[src/rtl/gpu_pkg.sv]
// Shared defaults, derived sizes and sequencer state encoding for the GPU frame path.
package gpu_pkg;

  parameter int unsigned DEF_FMA_COUNT  = 2;
  parameter int unsigned DEF_ITERS_BITS = 4;
  parameter int unsigned DEF_WIDTH      = 320;
  parameter int unsigned DEF_HEIGHT     = 320;

  localparam int unsigned PIXELS    = DEF_WIDTH * DEF_HEIGHT;
  localparam int unsigned ADDR_BITS = $clog2(PIXELS);

  typedef enum logic [2:0] {
    IDLE,
    ISSUE,
    DRAIN,
    WAIT_SWAP,
    SWAP
  } fws_state_t;

endpackage

[src/rtl/sync_fifo.sv]
// Single-clock FIFO with combinational head data and a synchronous flush.
module sync_fifo #(
  parameter int unsigned WIDTH_BITS = 8,
  parameter int unsigned DEPTH      = 4
) (
  input  logic                  clk,
  input  logic                  rst_n,
  input  logic                  push,
  input  logic                  pop,
  input  logic                  flush,
  input  logic [WIDTH_BITS-1:0] din,
  output logic                  full,
  output logic                  empty,
  output logic [WIDTH_BITS-1:0] dout
);

  localparam int unsigned PtrW = (DEPTH > 1) ? $clog2(DEPTH) : 1;

  logic [WIDTH_BITS-1:0] mem_q [DEPTH];
  logic [PtrW-1:0]       wr_ptr_q, wr_ptr_d;
  logic [PtrW-1:0]       rd_ptr_q, rd_ptr_d;
  logic [PtrW:0]         count_q, count_d;

  assign full  = (count_q == (PtrW+1)'(DEPTH));
  assign empty = (count_q == '0);
  assign dout  = mem_q[rd_ptr_q];

  // Pointer and occupancy update; flush wins over any push/pop in the same cycle.
  always_comb begin
    wr_ptr_d = wr_ptr_q;
    rd_ptr_d = rd_ptr_q;
    count_d  = count_q;
    if (flush) begin
      wr_ptr_d = '0;
      rd_ptr_d = '0;
      count_d  = '0;
    end else begin
      if (push) wr_ptr_d = wr_ptr_q + 1'b1;
      if (pop)  rd_ptr_d = rd_ptr_q + 1'b1;
      unique case ({push, pop})
        2'b10:   count_d = count_q + 1'b1;
        2'b01:   count_d = count_q - 1'b1;
        default: count_d = count_q;
      endcase
    end
  end

  // Storage array; contents need no reset since occupancy gates visibility.
  always_ff @(posedge clk) begin
    if (push) mem_q[wr_ptr_q] <= din;
  end

  // Pointer and occupancy registers.
  always_ff @(posedge clk or negedge rst_n) begin
    if (!rst_n) begin
      wr_ptr_q <= '0;
      rd_ptr_q <= '0;
      count_q  <= '0;
    end else begin
      wr_ptr_q <= wr_ptr_d;
      rd_ptr_q <= rd_ptr_d;
      count_q  <= count_d;
    end
  end

endmodule

[src/rtl/frame_write_sequencer.sv]
// Buffers GPU iteration batches and paces them into the dual frame buffer, swapping on vsync.
module frame_write_sequencer
  import gpu_pkg::*;
#(
  parameter int unsigned FMA_COUNT  = DEF_FMA_COUNT,
  parameter int unsigned ITERS_BITS = DEF_ITERS_BITS,
  parameter int unsigned WIDTH      = DEF_WIDTH,
  parameter int unsigned HEIGHT     = DEF_HEIGHT,
  parameter int unsigned FIFO_DEPTH = 4
) (
  input  logic                                sys_clk_in,
  input  logic                                rst_n_in,
  input  logic                                batch_valid_in,
  input  logic [FMA_COUNT*ITERS_BITS-1:0]     batch_iters_in,
  output logic                                batch_ready_out,
  input  logic                                vsync_in,
  input  logic                                frame_restart_in,
  output logic                                mandelbrot_iters_valid_out,
  output logic [FMA_COUNT*ITERS_BITS-1:0]     mandelbrot_iters_out,
  output logic [$clog2(WIDTH*HEIGHT)-1:0]     addr_write_out,
  output logic                                swap_out,
  output logic [15:0]                         frame_count_out
);

  localparam int unsigned NumPix = WIDTH * HEIGHT;
  localparam int unsigned AddrW  = $clog2(NumPix);
  localparam int unsigned DataW  = FMA_COUNT * ITERS_BITS;
  localparam int unsigned CntW   = (FMA_COUNT > 1) ? $clog2(FMA_COUNT) : 1;

  fws_state_t       state_q, state_d;
  logic [AddrW-1:0] addr_q, addr_d;
  logic [DataW-1:0] data_q, data_d;
  logic [CntW-1:0]  cnt_q, cnt_d;
  logic             pending_q, pending_d;
  logic             vsync_q;
  logic [15:0]      frame_cnt_q, frame_cnt_d;

  logic             fifo_full, fifo_empty, fifo_push, fifo_pop;
  logic [DataW-1:0] fifo_dout;
  logic [AddrW:0]   addr_next;
  logic             frame_last;
  logic             vsync_rise;

  // Ready is forced low during reset so nothing is accepted before the FIFO is usable.
  assign batch_ready_out = rst_n_in && !fifo_full && !frame_restart_in;
  assign fifo_push       = batch_valid_in && batch_ready_out;

  // One extra bit so the end-of-frame compare cannot wrap.
  assign addr_next  = {1'b0, addr_q} + (AddrW+1)'(FMA_COUNT);
  assign frame_last = (addr_next == (AddrW+1)'(NumPix));
  assign vsync_rise = vsync_in && !vsync_q;

  assign mandelbrot_iters_valid_out = (state_q == ISSUE);
  assign swap_out                   = (state_q == SWAP);
  assign mandelbrot_iters_out       = data_q;
  assign addr_write_out             = addr_q;
  assign frame_count_out            = frame_cnt_q;

  sync_fifo #(
    .WIDTH_BITS (DataW),
    .DEPTH      (FIFO_DEPTH)
  ) u_fifo (
    .clk   (sys_clk_in),
    .rst_n (rst_n_in),
    .push  (fifo_push),
    .pop   (fifo_pop),
    .flush (frame_restart_in),
    .din   (batch_iters_in),
    .full  (fifo_full),
    .empty (fifo_empty),
    .dout  (fifo_dout)
  );

  // Next-state logic: pop, issue, drain, then either advance or wait for vsync to swap.
  always_comb begin
    state_d     = state_q;
    addr_d      = addr_q;
    data_d      = data_q;
    cnt_d       = cnt_q;
    pending_d   = pending_q;
    frame_cnt_d = frame_cnt_q;
    fifo_pop    = 1'b0;
    unique case (state_q)
      IDLE: begin
        if (frame_restart_in) begin
          addr_d = '0;
        end else if (!fifo_empty) begin
          fifo_pop = 1'b1;
          data_d   = fifo_dout;
          state_d  = ISSUE;
        end
      end
      ISSUE: begin
        if (frame_restart_in) pending_d = 1'b1;
        cnt_d   = CntW'(FMA_COUNT - 1);
        state_d = DRAIN;
      end
      DRAIN: begin
        if (frame_restart_in) pending_d = 1'b1;
        if (cnt_q != '0) begin
          cnt_d = cnt_q - 1'b1;
        end else if (pending_q || frame_restart_in) begin
          // An abort seen during the write finishes the drain, then restarts the frame.
          pending_d = 1'b0;
          addr_d    = '0;
          state_d   = IDLE;
        end else if (frame_last) begin
          state_d = WAIT_SWAP;
        end else begin
          addr_d  = addr_next[AddrW-1:0];
          state_d = IDLE;
        end
      end
      WAIT_SWAP: begin
        if (frame_restart_in) begin
          addr_d  = '0;
          state_d = IDLE;
        end else if (vsync_rise) begin
          state_d = SWAP;
        end
      end
      SWAP: begin
        frame_cnt_d = frame_cnt_q + 16'd1;
        addr_d      = '0;
        state_d     = IDLE;
      end
      default: state_d = IDLE;
    endcase
  end

  // State, output and vsync-history registers.
  always_ff @(posedge sys_clk_in or negedge rst_n_in) begin
    if (!rst_n_in) begin
      state_q     <= IDLE;
      addr_q      <= '0;
      data_q      <= '0;
      cnt_q       <= '0;
      pending_q   <= 1'b0;
      vsync_q     <= 1'b0;
      frame_cnt_q <= '0;
    end else begin
      state_q     <= state_d;
      addr_q      <= addr_d;
      data_q      <= data_d;
      cnt_q       <= cnt_d;
      pending_q   <= pending_d;
      vsync_q     <= vsync_in;
      frame_cnt_q <= frame_cnt_d;
    end
  end

endmodule

[config.mk]
export PLATFORM = sky130hd
export DESIGN_NAME = frame_write_sequencer
export DESIGN_NICKNAME = d
export VERILOG_FILES = /design/src/rtl/gpu_pkg.sv /design/src/rtl/sync_fifo.sv /design/src/rtl/frame_write_sequencer.sv
export SDC_FILE = /design/constraint.sdc
export NUM_CORES = 1
export LEC_CHECK = 0
export CAP_MARGIN = 10
export CORE_ASPECT_RATIO = 0.8
export CORE_MARGIN = 2
export CORE_UTILIZATION = 50
export CTS_BUF_LIST = sky130_fd_sc_hd__clkbuf_4 sky130_fd_sc_hd__clkbuf_8 sky130_fd_sc_hd__clkbuf_16
export CTS_CLUSTER_DIAMETER = 200
export DETAILED_ROUTE_END_ITERATION = 10
export MAX_ROUTING_LAYER = met4
export PLACE_DENSITY = 0.74
export SETUP_SLACK_MARGIN = 0.15
export SKIP_LAST_GASP = 1
export SYNTH_ARGS = -nofsm -noshare
export SYNTH_HDL_FRONTEND = slang
export SYNTH_SLANG_ARGS = --single-unit
[constraint.sdc]
create_clock -name sys_clk_in -period 3.26 [get_ports sys_clk_in]
set_clock_uncertainty 0.2 [all_clocks]
set_input_delay 0.489 -clock sys_clk_in [delete_from_list [all_inputs] [get_ports sys_clk_in]]
set_output_delay 0.489 -clock sys_clk_in [all_outputs]
set_load 0.005 [all_outputs]
# --- Yosys cells after proc, flatten, opt, wreduce, memory -nomap -nowiden ---
# Memories as Yosys holds them, arrays and structs flattened. A register that Yosys moved wholly into a read port is not among the register bits.
# Cells that the tools add are included.
totals:
  mem_bits_rw: 32
  latchBits: 0
  elab_cells: 83
  ff_bits: 46
  inputBits: 13
  output_inout_bits: 44
  mem_count: 1
  mem_bits_ro: 0
classes:
  eq_ne: 14
  n_reduce_logical: 20
  mux: 30
  multipliers: 0
  order_cmp: 0
  n_addsub: 7
  div_mod_pow: 0
  bitwise: 2
  n_shift: 0
mem_list:
  columns: ["name", "depth", "word_bits", "rd", "rd_clocked_by_memory_dff", "write_ports", "line", "text"]
  rows:
  - ["u_fifo.mem_q", 4, 8, 1, 1, 1, "sync_fifo.sv:19", "logic [WIDTH_BITS-1:0] mem_q [DEPTH];"]
op_table:
  columns: ["cell", "count"]
  rows:
  - ["$mux W17", 4]
  - ["$pmux W17 S3", 1]
  - ["$add A17 B2 Y18 const B", 1]
  - ["$eq A18 B17 Y1 const B", 1]
  - ["$mux W3", 6]
  - ["$add A16 B1 Y16 const B", 1]
  - ["$mux W2", 6]
  - ["$pmux W3 S4", 1]
  - ["$mux W1", 9]
  - ["$reduce_and A4 Y1", 2]
  - ["$eq A3 B2 Y1 const B", 2]
  - ["$eq A3 B3 Y1 const B", 2]
  - ["$logic_not A3 Y1", 2]
  - ["$ne A2 B2 Y1 const B", 3]
  - ["$ne A3 B3 Y1 const B", 2]
  - ["$pmux W3 S2", 1]
  - ["$reduce_bool A2 Y1", 3]
  - ["$reduce_bool A3 Y1", 2]
  - ["$add A2 B1 Y2 const B", 2]
  - ["$logic_and A1 B1 Y1", 4]
  - ["$logic_not A1 Y1", 4]
  - ["$pmux W1 S2", 2]
  - ["$add A3 B1 Y3 const B", 1]
  - ["$eq A3 B1 Y1 const B", 1]
  - ["9 further kinds", 10]

# --- Depth between registers and ports, before layout ---
# Gate-level depths: netlist (run 1).
logic_depth:
  depth_word: 8
  ltp_mapped: 10
  ltp_nobuf: 8

# --- Modules after synthesis ---
# From an unflattened synthesis (run 1), not the netlist that was laid out.
hier_totals:
  hier_cells: 339
  hier_area_um2: 4144.0
modules_own_cells:
  columns: ["module", "area_per_inst_um2", "seq_area_each_um2", "instances", "cells_each"]
  rows:
  - ["frame_write_sequencer", 2547.4, 1151.1, 1, 256]
  - ["sync_fifo", 1596.5, 1136.1, 1, 83]

# --- Worst setup path before layout (run 1) ---
# OpenSTA, ideal clock, no wires.
synth_timing:
  path_type: "register -> register"
  startpoint: "register addr_q[1], in the netlist addr_write_out[1]"
  endpoint: "register addr_q[10], in the netlist addr_write_out[10]"
  stages_incl_launch_ff: 11
  period_less_slack_ps: 2307
  setup_slack_ps: 953
  t_required_ps: 2950
  t_arrival_ps: 1997
  setup_time_ps: 110
  path_buffers: 3
  path_cell_list: "dfrtp_1 ha_1 buf_6 and3_2 and3_1 buf_6 or3_1 nand2_1 buf_6 a41oi_1 o41ai_1"
synth_via:
  elab_chain_len: 5
  elab_cells_between_ends: 8
  cone_classes: "1 x add/sub; 2 x eq/ne; 4 x mux; 1 x reduce/logical"
synth_lines:
  columns: ["element", "line", "text"]
  rows:
  - ["start: declaration", "frame_write_sequencer.sv:31", "logic [AddrW-1:0] addr_q, addr_d;"]
  - ["start signal: assignment", "frame_write_sequencer.sv:143", "addr_q <= addr_d;"]
  - ["$add A17 B2 Y18 *", "frame_write_sequencer.sv:49", "assign addr_next = {1'b0, addr_q} + (AddrW+1)'(FMA_COUNT);"]
  - ["branches (longest 4 deep; another with $eq A18 B17 Y1)", null, null]
# Every way passes the cells marked *. The select of a mux whose other input is x is not followed.
# A chain may end at the register's enable or synchronous reset.

# --- Worst setup path after layout (run 1) ---
layout_timing:
  startpoint: "register addr_q[1], in the netlist addr_write_out[1]"
  endpoint: "register addr_q[12], in the netlist addr_write_out[12]"
# Same word-level chain as after synthesis.

==> out/results.ini, run 1 <==
[pwr]
peakVddDrop_mv = 0.329
finalPower_mw = 2.87
p_leak_nw = 1.96
powerDensity_nw_per_um2 = 572

[worst_setup_path]
path_max_fanout = 11
required_ps = 3340
cp-endpoint = addr_write_out[12]
endpoint_kind = flip-flop
reg2reg_slack_ps = 500
worstRegToRegCells = 7
cp.arrival_ps = 2830
startpoint = addr_write_out[1]
r2r-end = addr_write_out[12]
start_kind = flip-flop
crit_type = flip-flop to flip-flop
r2r-start = addr_write_out[1]

[synth]
synth_top_area_cell = dfrtp_1
syn_nets = 384
yosysWarnings = 0
synth_top_area_share_pct = 31.2
synth_edf_count = 32
ys_async_sr_fraction_pct = 62.4
syn_inst = 364
syn-cell-area_um2 = 4250
synth_top_flop_cell = dfrtp_1
synth_area_leaders = dfrtp_1, edfxtp_1, mux4_2
ys_types = 60
synth_seq_cells = 85
syn_area_per_cell_um2 = 11.7
ys_seq_area_share_pct = 53.8

[clock_tree]
clk_pin_slew_ps = 100
clockBufferDepth = 2
cts_tree = built
cts_root_buffer = clkbuf_8
cts.sinks = 85
postCtsHoldBufs = 0
postCtsSetupBuffers = 0
cts-resized-gates = 0
h-tree-depth = 3
clk-insertion-delay-late_ps = 370
tritoncts.num_buffers = 9

[floorplan]
core_area_um2 = 8370
io_pins = 57
start_util_pct = 50.8
dieArea_um2 = 9260
die_width_um = 107
rows = 30
die_h_um = 86.5

[final_layout]
fillers = 662
drive_gt1_share_pct = 11.8
area_growth_pct = 17.9
fin_nets = 430
n_antenna_cell = 0

[timing]
rsz0062_at_grt = no
slew_viol_final = 0
period_minus_slack_ps = 2760
finalSetupViolCount = 0
relSlewSlack_pct = 54.5
final.setup.tns_ps = 0
fmax_mhz = 363
worstMarginPinSlew_ps = 683
hold_violations = 0
final.period_utilization_pct = 84.6

[run_status]
status = finished clean

[global_route]
grt_antenna_before_repair = 0
grt_start_max_net_pins = 54
grt_usage_pct = 20.6
overflow = 0
grt_pass1_vias = 2886
grt_pass1_wl_um = 14400

[drt]
vias = 3017
wl_met2_um = 3810
highest_layer = met4
drc_errors = 0
ant_nets = 0
wl_met3_um = 526
drtIter0Drc = 178
wire_per_inst_um = 16.2
vias_per_cell = 5.72
wl_met1_um = 4040
first_pass_iters = 4
wl_um = 8530

[worst_hold_path]
hold_path.class = input port to async pin

[place]
globalplace.congestion = 0.850
port-buffer-count = 55
dp_hpwl_um = 5680

[flow_run]
cap_violations = 0

power breakdown:
| part | switching, mW | internal, mW | leakage, nW | total (mW) |
|---|---|---|---|---|
| sequential | 0.151 | 1.23 | 0.997 | 1.38 |
| combinational | 0.360 | 0.381 | 0.858 | 0.741 |
| clock | 0.437 | 0.304 | 0.103 | 0.741 |
registers in the layout (all words and copies together) (netlist names):
signal and cells:
vsync_q 1, mandelbrot_iters_out 8, u_fifo.rd_ptr_q 2, u_fifo.count_q 3
frame_count_out 16, addr_write_out 16, pending_q 1, state_q 3
cnt_q 1, u_fifo.wr_ptr_q 2, u_fifo.mem_q 32
cell families (layout without fill, tap and decap cells):
logic type | after synthesis | in the layout | share of synthesized area, %
buffers and inverters | 34 | 85 | 4.77
other | 1 | 1 | 0.0882
muxes | 20 | 20 | 7.33
adders and majority gates | 7 | 7 | 2.24
DFF | 85 | 85 | 53.8
AOI/OAI and AO/OA | 60 | 60 | 9.62
xor gates and xnor gates | 21 | 21 | 4.32
and+or+nand+nor | 136 | 136 | 17.9
layout make-up:
class / count / area (µm²) / share of cell area (%)
Timing Repair Buffer: 61 / 591 / 11.8
Inverter: 8 / 30.0 / 0.599
Clock buffer: 9 / 124 / 2.47
Sequential cell: 85 / 2290 / 45.6
Clock inverter: 7 / 76.3 / 1.52
Multi-Input combinational cell: 245 / 1770 / 35.2
Tap cell: 112 / 140 / 2.79
layout by cell type, fill, tap and decap left out, types with 4 or more instances in the layout:
master           Yosys  final
nand2_1             32     32
ha_1                 6      6
o21ai_0             17     17
o21a_1               8      8
nand4_1             11     11
and2_1               5      5
edfxtp_1            32     32
buf_4                2      6
nand2b_1             6      6
or3_1                5      5
xor2_1               6      6
mux2_2               9      9
a41oi_1              7      7
clkdlybuf4s50_1      0     54
o41ai_1              5      5
and3_1               8      8
nand3_1             12     12
a21oi_1              8      7
xnor2_1             15     15
nand3b_1             4      4
clkbuf_8             0      9
nor3_1               6      6
mux4_2               8      8
inv_1                8      8
dfrtp_1             53     53
and4_1               4      4
nor2_1              25     25
worst min-delay path by stage:
stage | from | endpoint | cells after the start
after global placement | vsync_q | state_q[2] | 1
final | rst_n_in | mandelbrot_iters_out[3] | 2
after detailed placement | vsync_q | state_q[2] | 1
after global routing | rst_n_in | frame_count_out[6] | 2
after floorplan | rst_n_in | addr_write_out[10] | 0
after CTS | rst_n_in | frame_count_out[12] | 2
critical path: stages, from the launching register on:
cell      delay, ps
dfrtp_1         480
ha_1            350
nor4bb_1        320
nand4_1         140
a211oi_1        230
and3_1          480
nand3_1         240
a21bo_1         220
layer usage:
layer / global-route usage [%] / vias up
met5: - / -
met4: 7.08 / 0
met3: 4.51 / 18
met2: 29.9 / 99
met1: 29.1 / 1468
li1: - / 1432
cells in the mapped netlist (6+ instances only):
master and number:
a21oi_1 8, a41oi_1 7, and3_1 8, buf_2 11, buf_6 7, dfrtp_1 53
edfxtp_1 32, ha_1 6, inv_1 8, mux2_2 9, mux4_2 8, nand2_1 32
nand2b_1 6, nand3_1 12, nand4_1 11, nor2_1 25, nor3_1 6, o21a_1 8
o21ai_0 17, xnor2_1 15, xor2_1 6
metrics by stage:
stage               area (µm²)  instances  hold WS (ps)  setup slack [ps]  util, %
floorplan                 4250        364         -6.59               953        -
global placement          4810        511           210               516     57.5
detailed placement        4810        511           214               432     57.5
CTS                       5010        527           153               538     59.9
global route              5010        527           192               231     59.9
finish                    5010        527           118               503     59.9
(Power assumes the default switching activity.)
==> inputs of run 2 (changes only) <==
clock period = 2.8 ns   (was 3.26 ns; I/O delays follow)
==> out/results.ini, run 2 (synthesized netlist as in run 1, its figures left out) <==
[pwr]
p_leak_nw = 1.97
finalPower_mw = 3.29
powerDensity_nw_per_um2 = 654
peakVddDrop_mv = 0.340

[clock_tree]
clockBufferDepth = 2
postCtsSetupBuffers = 0
cts_tree = built
clk-insertion-delay-late_ps = 360
cts.sinks = 85
tritoncts.num_buffers = 9
cts_root_buffer = clkbuf_8
h-tree-depth = 3
clk_pin_slew_ps = 90
postCtsHoldBufs = 0

[worst_setup_path]
r2r-start = addr_write_out[2]
crit_type = flip-flop to output pin
required_ps = 2180
path_max_fanout = 12
cp.arrival_ps = 1880
startpoint = state_q[1]
start_kind = flip-flop
endpoint_kind = output pin
worstRegToRegCells = 8

[final_layout]
n_antenna_cell = 0
final_common_cell = clkdlybuf4s50_1
largest_register_ffs = 32
fillers = 695
area_growth_pct = 18.4
drive_gt1_share_pct = 12.9
fin_area_um2 = 5030
layout_common_cells = clkdlybuf4s50_1, dfrtp_1, nand2_1, edfxtp_1, nor2_1
fin_nets = 435
max_flop_register = u_fifo.mem_q

[global_route]
grt_pass1_wl_um = 14700
grt_antenna_before_repair = 0
grt_pass1_vias = 2939
overflow = 0
grt_start_max_net_pins = 54
grt_usage_pct = 21.0

[floorplan]
dieArea_um2 = 9260
io_pins = 57
rows = 30
start_util_pct = 50.8
core_area_um2 = 8370
die_width_um = 107
die_h_um = 86.5

[timing]
final.setup.tns_ps = 0
worstMarginPinSlew_ps = 672
finalSetupViolCount = 0
rsz0062_at_grt = no
period_minus_slack_ps = 2500
fmax_mhz = 400
hold_violations = 0
final.period_utilization_pct = 89.4
relSlewSlack_pct = 55.2
holdWs_ps = 54.1
slew_viol_final = 0

[run_status]
status = finished clean

[worst_hold_path]
hold_path.class = input port to async pin

[drt]
drc_errors = 0
wl_um = 8570
vias = 3002
vias_per_cell = 5.64
drtIter0Drc = 173
first_pass_iters = 4
ant_nets = 0
wire_per_inst_um = 16.1

[place]
dp_hpwl_um = 5900
place_area_um2 = 4850
globalplace.congestion = 0.881
port-buffer-count = 55

[flow_run]
cap_violations = 0

run 2: layout make-up:
| type | instances | area, µm² | area share [%] |
|---|---|---|---|
| Clock buffer | 9 | 124 | 2.46 |
| Multi-Input combinational cell | 245 | 1770 | 35.1 |
| Sequential cell | 85 | 2290 | 45.4 |
| Inverter | 8 | 30.0 | 0.596 |
| Tap cell | 112 | 140 | 2.78 |
| Clock inverter | 7 | 56.3 | 1.12 |
| Timing Repair Buffer | 66 | 628 | 12.5 |
run 2: repair_timing:
item / 4_1_cts / 5_1_grt
gates resized for setup: 0 / 1
endpoints found under the setup margin: 0 / 1
hold endpoints to repair: 0 / 0
run 2: per-stage QoR:
step,setup WS (ps),utilization [%],std cells
4_1_cts,167,60.1,532
6_report,298,60.1,532
2_1_floorplan,493,-,364
3_3_place_gp,304,58.0,516
3_5_place_dp,236,58.0,516
5_1_grt,198,60.1,532
run 2: where the power goes:
group | internal (mW) | switching, mW
clock | 0.333 | 0.471
sequential | 1.44 | 0.164
combinational | 0.466 | 0.423
run 2: final timing paths:
check / end / slack [ps]
min in group sys_clk_in: state_q[2] / 230
worst min register to register: state_q[2] / 230
max in group asynchronous: mandelbrot_iters_out[1] / 1890
worst max register to register: addr_write_out[3] / 320
worst max-delay path: swap_out / 300
worst min-delay path: mandelbrot_iters_out[3] / 50
run 2: metal layers:
layer  GRT usage, %  up-vias  routed length (µm)
met4           4.96        0                  64
met3           6.02        5                 548
met1           28.8     1469                4010
li1               -     1439                   -
met5              -        -                   0
met2           31.5       89                3950
run 2: critical path, stage by stage (launching register included):
cell             delay [ps]
dfrtp_1                 500
or2_4                   340
nor2_8                  150
clkdlybuf4s50_1         520
==> inputs of run 3 (changes only) <==
PLACE_DENSITY = 0.75   (was 0.74)
==> out/results.ini, run 3 (synthesized netlist as in run 1, its figures left out) <==
[floorplan]
rows = 30
start_util_pct = 50.8
io_pins = 57
die_width_um = 107
core_area_um2 = 8370
dieArea_um2 = 9260
die_h_um = 86.5

[clock_tree]
cts.sinks = 85
cts_root_buffer = clkbuf_8
clk_pin_slew_ps = 90
h-tree-depth = 3
clk-insertion-delay-late_ps = 360
tritoncts.num_buffers = 9
clockBufferDepth = 2
postCtsHoldBufs = 0
postCtsSetupBuffers = 0
cts_tree = built

[drt]
drtIter0Drc = 207
wl_um = 8430
vias = 2998
wire_per_inst_um = 15.8
vias_per_cell = 5.62
first_pass_iters = 4
drc_errors = 0
ant_nets = 0

[worst_setup_path]
crit_type = flip-flop to output pin
path_buf_inv = 1
reg2reg_slack_ps = 310
path_delay_family = buffers and inverters
path_max_fanout = 12
path_cells = or2_4 > nor2_8 > clkdlybuf4s50_1
startpoint = state_q[1]
r2r-start = addr_write_out[2]
start_kind = flip-flop
max_stage_delay_ps = 530
endpoint_kind = output pin
required_ps = 2180
worstRegToRegCells = 8
cp.arrival_ps = 1880
r2r-end = addr_write_out[6]
slowest_stage = clkdlybuf4s50_1

[final_layout]
final_common_cell = clkdlybuf4s50_1
area_growth_pct = 19.2
max_flop_register = u_fifo.mem_q
fin_cells = 533
n_antenna_cell = 0
fin_nets = 436
largest_register_ffs = 32
final_core_util_pct = 60.5
drive_gt1_share_pct = 13.3
layout_common_cells = clkdlybuf4s50_1, dfrtp_1, nand2_1, edfxtp_1, nor2_1
fillers = 670

[global_route]
grt_antenna_before_repair = 0
grt_pass1_vias = 2892
grt_usage_pct = 20.4
grt_start_max_net_pins = 54
overflow = 0
grt_pass1_wl_um = 14200

[pwr]
switching_share_pct = 31.2
powerDensity_nw_per_um2 = 668
peakVddDrop_mv = 0.301
combPwrFrac_pct = 26.2
switchingPower_mw = 1.05
p_int_mw = 2.33
clkPwrFrac_pct = 26.6
seq_power_share_pct = 47.1
p_leak_nw = 1.99

[place]
dp_hpwl_um = 5900
place_inst = 517
port-buffer-count = 55
globalplace.congestion = 0.826
dpl_worst_slack_ps = 270

[timing]
period_minus_slack_ps = 2500
hold_violations = 0
setup_ws_ps = 303
holdWs_ps = 72.6
finalSetupViolCount = 0
fmax_mhz = 401
final.setup.tns_ps = 0
final.period_utilization_pct = 89.2
rsz0062_at_grt = no
worstMarginPinSlew_ps = 677
slew_viol_final = 0
relSlewSlack_pct = 54.9

[worst_hold_path]
hold_path.class = input port to async pin

[flow_run]
cap_violations = 0

[run_status]
status = finished clean

run 3: cell count changes in the layout (fill, tap and decap cells not counted):
cell	before	now
clkinvlp_4	2	0
inv_6	2	3
clkinv_2	0	1
bufinv_16	0	1
buf_4	11	12
clkinv_1	1	0
run 3: worst max path at each step:
stage | end | slack, ps | cells after the start
global route | addr_write_out[7] | 160 | 8
detailed placement | u_fifo.count_q[2] | 270 | 8
floorplan | addr_write_out[10] | 490 | 10
CTS | swap_out | 190 | 3
finish | swap_out | 300 | 3
global placement | u_fifo.count_q[2] | 350 | 8
run 3: layout make-up:
type / instances / area, µm² / area share [%]
Clock buffer: 9 / 124 / 2.44
Clock inverter: 7 / 81.3 / 1.60
Inverter: 8 / 30.0 / 0.593
Multi-Input combinational cell: 245 / 1770 / 34.9
Sequential cell: 85 / 2290 / 45.1
Tap cell: 112 / 140 / 2.77
Timing Repair Buffer: 67 / 636 / 12.5
run 3: what timing repair did:
item | CTS | global route
endpoints found under the hold margin | 0 | 0
resized for setup | 0 | 1
endpoints found under the setup margin | 0 | 1
run 3: power by group through the flow:
| stage | clock (mW) | sequential, mW | combinational, mW |
|---|---|---|---|
| 4_1_cts | 0.918 | 1.60 | 0.891 |
| 3_3_place_gp | 0 | 1.61 | 0.857 |
| 3_5_place_dp | 0 | 1.62 | 0.888 |
| 2_1_floorplan | 0 | 1.56 | 0.589 |
| 6_report | 0.901 | 1.59 | 0.887 |
| 5_1_grt | 0.973 | 1.63 | 0.998 |
run 3: worst register-to-register path, delay by kind of cell, from the launching register on:
| kind | cells | cell delay [ps] |
|---|---|---|
| AND/OR/NAND/NOR | 4 | 1020 |
| AO/OA/AOI/OAI | 2 | 200 |
| flip-flops | 1 | 470 |
| adder cells (fa/ha/maj) | 1 | 330 |
| buffers and inverters | 1 | 170 |
run 3: stage by stage:
stage	total power, mW	cell area, µm²
after floorplan	2.15	4250
after global placement	2.47	4860
after detailed placement	2.51	4860
after CTS	3.40	5060
after global routing	3.60	5070
final	3.38	5070
run 3: per-layer routing:
metal / vias to the layer above / share of wire, % / global-route usage (%)
met2: 100 / 46 / 31.1
met5: - / 0 / -
met4: 0 / 0.91 / 5.19
met1: 1450 / 46 / 27.7
li1: 1440 / - / -
met3: 8 / 6.5 / 5.04
